`src/rtl/instruction_fetch_scheduler.sv`:
```
// Fetches instruction blocks from a double-buffered memory in address order and streams them to the decoder.
// Latency: 3 cycles from block-ready to inst_valid; read issue is gated by free FIFO space, so the decoder's ready never loses data.
module instruction_fetch_scheduler #(
  parameter int INST_DATA_WIDTH = 32,
  parameter int INST_ADDR_WIDTH = 10,
  parameter int FIFO_DEPTH = 4,
  parameter int OPCODE_W = 4,
  parameter logic [OPCODE_W-1:0] BLOCK_END_OPCODE = 4'hF
) (
  input  logic                       clk,
  input  logic                       reset,
  input  logic                       start,
  input  logic [15:0]                num_blocks,
  input  logic                       imem_block_ready,
  output logic                       imem_rd_req,
  output logic [INST_ADDR_WIDTH-1:0] imem_rd_addr,
  input  logic                       imem_rd_valid,
  input  logic [INST_DATA_WIDTH-1:0] imem_rd_data,
  output logic                       imem_rd_block_done,
  output logic                       inst_valid,
  output logic [INST_DATA_WIDTH-1:0] inst_data,
  input  logic                       inst_ready,
  output logic                       busy,
  output logic                       done,
  output logic [15:0]                blocks_done,
  output logic                       err_no_end
);

  localparam int PW = $clog2(FIFO_DEPTH);
  localparam int CW = PW + 1;

  typedef enum logic [2:0] {
    S_IDLE, S_WAIT_BLK, S_FETCH, S_DRAIN, S_RETIRE, S_DONE
  } state_t;

  state_t                     state;
  logic [INST_ADDR_WIDTH-1:0] iss_ptr;
  logic [INST_ADDR_WIDTH-1:0] rsp_ptr;
  logic                       pend;
  logic [15:0]                nblk;
  logic [INST_DATA_WIDTH-1:0] mem [FIFO_DEPTH];
  logic [PW-1:0]              wr_ptr;
  logic [PW-1:0]              rd_ptr;
  logic [CW-1:0]              count;

  logic rsp_ok, rsp_drop, is_end_op, at_max, end_now, issue, pop, has_room;

  always_comb begin
    rsp_ok    = (state == S_FETCH) && pend && imem_rd_valid;
    rsp_drop  = (state == S_FETCH) && pend && !imem_rd_valid;
    is_end_op = (imem_rd_data[INST_DATA_WIDTH-1 -: OPCODE_W] == BLOCK_END_OPCODE);
    at_max    = (rsp_ptr == {INST_ADDR_WIDTH{1'b1}});
    end_now   = rsp_ok && (is_end_op || at_max);
    // Occupancy includes the outstanding request, so a response always has a slot.
    has_room  = ({1'b0, count} + {{CW{1'b0}}, pend}) < (CW+1)'(FIFO_DEPTH);
    issue     = (state == S_FETCH) && !rsp_drop && !end_now && has_room;
    pop       = inst_valid && inst_ready;
  end

  assign imem_rd_req  = issue;
  assign imem_rd_addr = iss_ptr;
  assign inst_valid   = (count != '0);
  assign inst_data    = mem[rd_ptr];
  assign busy         = (state != S_IDLE) && (state != S_DONE);

  always_ff @(posedge clk) begin
    if (!reset) begin
      state              <= S_IDLE;
      iss_ptr            <= '0;
      rsp_ptr            <= '0;
      pend               <= 1'b0;
      nblk               <= '0;
      wr_ptr             <= '0;
      rd_ptr             <= '0;
      count              <= '0;
      imem_rd_block_done <= 1'b0;
      done               <= 1'b0;
      blocks_done        <= '0;
      err_no_end         <= 1'b0;
      for (int i = 0; i < FIFO_DEPTH; i++) mem[i] <= '0;
    end else begin
      pend               <= issue;
      imem_rd_block_done <= 1'b0;

      if (issue) iss_ptr <= iss_ptr + 1'b1;
      else if (rsp_drop) iss_ptr <= rsp_ptr;

      if (rsp_ok) begin
        mem[wr_ptr] <= imem_rd_data;
        wr_ptr      <= wr_ptr + 1'b1;
        rsp_ptr     <= rsp_ptr + 1'b1;
      end
      if (pop) rd_ptr <= rd_ptr + 1'b1;

      case ({rsp_ok, pop})
        2'b10:   count <= count + 1'b1;
        2'b01:   count <= count - 1'b1;
        default: count <= count;
      endcase

      case (state)
        S_IDLE, S_DONE: begin
          if (start) begin
            state       <= S_WAIT_BLK;
            nblk        <= num_blocks;
            blocks_done <= '0;
            err_no_end  <= 1'b0;
            done        <= 1'b0;
          end
        end
        S_WAIT_BLK: begin
          if (imem_block_ready) begin
            state   <= S_FETCH;
            iss_ptr <= '0;
            rsp_ptr <= '0;
          end
        end
        S_FETCH: begin
          if (end_now) begin
            state <= S_DRAIN;
            if (!is_end_op) err_no_end <= 1'b1;
          end
        end
        S_DRAIN: begin
          if (count == '0 && !pend) begin
            state              <= S_RETIRE;
            imem_rd_block_done <= 1'b1;
          end
        end
        S_RETIRE: begin
          blocks_done <= blocks_done + 16'd1;
          if (nblk != 16'd0 && (blocks_done + 16'd1) == nblk) begin
            state <= S_DONE;
            done  <= 1'b1;
          end else begin
            state <= S_WAIT_BLK;
          end
        end
        default: state <= S_IDLE;
      endcase
    end
  end

endmodule
```
`config.mk`:
```
export PLATFORM = sky130hd
export DESIGN_NAME = instruction_fetch_scheduler
export DESIGN_NICKNAME = d
export VERILOG_FILES = /design/src/rtl/instruction_fetch_scheduler.sv
export SDC_FILE = /design/constraint.sdc
export NUM_CORES = 1
export LEC_CHECK = 0
export ABC_AREA = 0
export BUFFER_PORTS_ARGS = -buffer_cell sky130_fd_sc_hd__buf_2
export CORE_ASPECT_RATIO = 0.75
export CORE_MARGIN = 3
export CORE_UTILIZATION = 58
export CTS_CLUSTER_DIAMETER = 50
export DETAILED_ROUTE_END_ITERATION = 8
export PLACE_DENSITY = 0.77
export SYNTH_ARGS = -nofsm -noshare
export SYNTH_HDL_FRONTEND = slang
export SYNTH_SLANG_ARGS = --single-unit
export TNS_END_PERCENT = 100
```
`constraint.sdc`:
```
create_clock -name clk -period 5.7 [get_ports clk]
set_input_delay 0.57 -clock clk [delete_from_list [all_inputs] [get_ports clk]]
set_output_delay 0.57 -clock clk [all_outputs]
set_load 0.01 [all_outputs]
```
==> results.cfg <==
[setup_path]
worst_setup_path_start_kind = register
r2r-end = mem[0][4]
cp.required_ns = 5.75
cp-startpoint = state[0]
r2r_slack_ns = 2.57
rr_worst_depth = 6
worstSetupPathType = reg2reg
crit_path_end_kind = register
crit_path_max_fanout = 33
rr_startpoint = state[0]
crit_end = mem[0][4]
critical_path_arrival_ns = 3.19

[logic_synthesis]
yosysSeqAreaShare_pct = 58.1
ys_warn_count = 0
ys_types = 60
ys_seq_elements = 196
synth_edf_count = 128
netlist_area_um2 = 8960
synth-main-ff-cell = edfxtp_1
syn_area_per_cell_um2 = 11.6
async_flop_share_pct = 0
synth_fp_nets = 831
synthCells = 772

[placed_design]
port_buffers = 117
preCtsSetupSlack_ns = 2.56
hpwl_um = 12800
placed_area_um2 = 9720
gp_congestion = 0.898
dp.cells = 1055

[floorplanning]
die_h_um = 114
num_rows = 38
fp.dieW_um = 150
ios = 118
die_area_um2 = 17000
start_util_pct = 60.6
core_area_um2 = 14800

[cells_and_area]
final_layout_size_suffix_gt1_share_pct = 24.1
multiInputGateArea_um2 = 3440
final_area_um2 = 10300
stdcell_count = 1086
fin_nets = 933
fin_util_pct = 69.9
syn_to_final_growth_pct = 15.3
fill_cells = 1056
seqCellArea_um2 = 5210

[power]
switchingPower_mw = 0.842
seqPwrFrac_pct = 49.3
swShare_pct = 25.1
combPwrFrac_pct = 13.6
p_int_mw = 2.51
power_frac_clock_pct = 37.1
power.density_nw_per_um2 = 324
p_leak_nw = 4.08
ir_drop_uv = 218

[grt]
grt_max_degree = 47
grt_pass1_wl_um = 32500
track_usage_pct = 24.8
grt_antenna_before_repair = 1
grt_pass1_vias = 6292
grt-ovfl-total = 0

[sta]
finalCritPeriodShare_pct = 55.0
fin_tns_setup_ns = 0
finalMaxSlewViolations = 0
finalSetupViolCount = 0
hold_viol = 0
slew_headroom_pct = 19.7
worst_slew_pin_slew_ns = 1.20
fmax_ghz = 0.319
skew_ns = 0.00932
timing.final.ws_setup_ns = 2.57
fin_crit_ns = 3.13
rsz0062_at_grt = no

[clock_tree]
postCtsSetupRepairBufs = 0
root_buffer = clkbuf_16
clkTransAtPathRegs_ns = 0.07
htreeDepth = 4
cts_hold_buf = 0
cts_tree = built
cts_sinks = 196
clk_path_buf_depth = 2
cts_buffers = 17
post_cts_resized = 0
clk_latency_ns = 0.43

[drt]
drtAntennaViolNets = 0
routed_wl_um = 20200
drtIter0Drc = 594
wl_per_cell_um = 18.6
drc = 0
dr.pass1.iters = 5
vias_per_cell = 5.73
vias = 6228

[job]
drv_cap = 0

[outcome]
status = finished, final reports clean

[hold_path]
hold_path.class = in2reg
==> kinds of logic (layout without fill, tap and decap cells) <==
group | count (synthesis) | in the layout | synth area share [%]
flops | 196 | 196 | 58.1
buf+inv | 87 | 200 | 3.87
other cells | 0 | 1 | 0
xor+xnor | 45 | 45 | 4.40
mux | 51 | 51 | 10.2
compound gates | 78 | 78 | 5.78
fa+ha+maj | 5 | 5 | 0.782
simple gates | 310 | 310 | 16.9
==> power groups by stage <==
stage                     logic [mW]  registers [mW]  clock network [mW]
after CTS                      0.453            1.65                1.25
after global placement         0.433            1.67                   0
after global routing           0.499            1.66                1.31
after floorplan                0.331            1.66                   0
after detailed placement       0.449            1.68                   0
final                          0.455            1.65                1.24
==> routing by layer <==
layer  share of wire (%)  vias to the layer above  global-route usage, %
li1                    -                     2940                      -
met1                  43                     3032                   34.5
met2                  49                      226                   39.6
met3                 7.0                       28                   5.28
met4                 1.3                        2                   7.74
met5               0.035                        -                      0
==> cell usage in the layout, fill, tap and decap left out, types with 19 or more instances in the layout <==
| cell | count |
|---|---|
| nand2_1 | 56 |
| edfxtp_1 | 128 |
| mux4_2 | 32 |
| dfxtp_1 | 66 |
| inv_1 | 42 |
| xnor2_1 | 26 |
| a21oi_1 | 24 |
| buf_2 | 117 |
| xor2_1 | 19 |
| nor2_1 | 140 |
| and2_1 | 37 |
==> worst min path at each step <==
stage | from | endpoint | slack, ns | cells past startpoint
floorplan | count[2] | count[2] | 0.47 | 2
global placement | done | done | 0.45 | 2
detailed placement | done | done | 0.46 | 2
CTS | num_blocks[9] | nblk[9] | 0.37 | 3
global route | num_blocks[9] | nblk[9] | 0.37 | 3
finish | num_blocks[9] | nblk[9] | 0.38 | 3
==> state kept, by name (all words and copies together), names as in the netlist, 2 cells and up, named ones only <==
| name | count |
|---|---|
| mem | 128 |
| blocks_done | 16 |
| nblk | 16 |
| imem_rd_addr | 10 |
| rsp_ptr | 10 |
| count | 3 |
| state | 3 |
| rd_ptr | 2 |
| wr_ptr | 2 |
==> per-stage QoR <==
| stage | hold slack, ns | power (mW) |
|---|---|---|
| final | 0.383 | 3.35 |
| after detailed placement | 0.463 | 2.13 |
| after global routing | 0.366 | 3.47 |
| after CTS | 0.368 | 3.36 |
| after global placement | 0.454 | 2.11 |
| after floorplan | 0.466 | 1.99 |
==> worst max-delay path, stage by stage (launching register included) <==
cell and delay, ns:
dfxtp_1 0.42, or2_1 0.31, nor3_2 0.50, inv_2 0.23, nor4_4 0.16, buf_4 0.36
nand2b_2 0.77
==> cell usage after synthesis, types with 4 or more instances <==
library cell	count	area share [%]
nor2_1	141	5.9
edfxtp_1	128	43
dfxtp_1	68	15
nand2_1	56	2.3
inv_1	42	1.8
and2_1	37	2.6
mux4_2	32	8.0
clkbuf_1	28	1.2
xnor2_1	26	2.5
a21oi_1	24	1.3
xor2_1	19	1.9
mux2i_1	18	2.0
o21ai_0	17	0.95
nand4_1	15	1.0
a211oi_1	14	1.2
nand3_1	10	0.56
buf_2	7	0.39
or3_1	7	0.49
buf_1	6	0.25
and3_1	5	0.35
nand2b_1	5	0.35
nor3_1	5	0.28
nor4_1	5	0.35
ha_1	4	0.56
nor4_2	4	0.56
==> layout make-up <==
cell class	count	share of cell area, %
Sequential cell	196	50.4
Antenna cell	1	0.0242
Inverter	44	1.60
Clock inverter	12	1.74
Tap cell	200	2.42
Multi-Input combinational cell	489	33.3
Timing Repair Buffer	126	6.32
Clock buffer	18	4.15
Note: power is estimated with default switching activity, not from simulation.
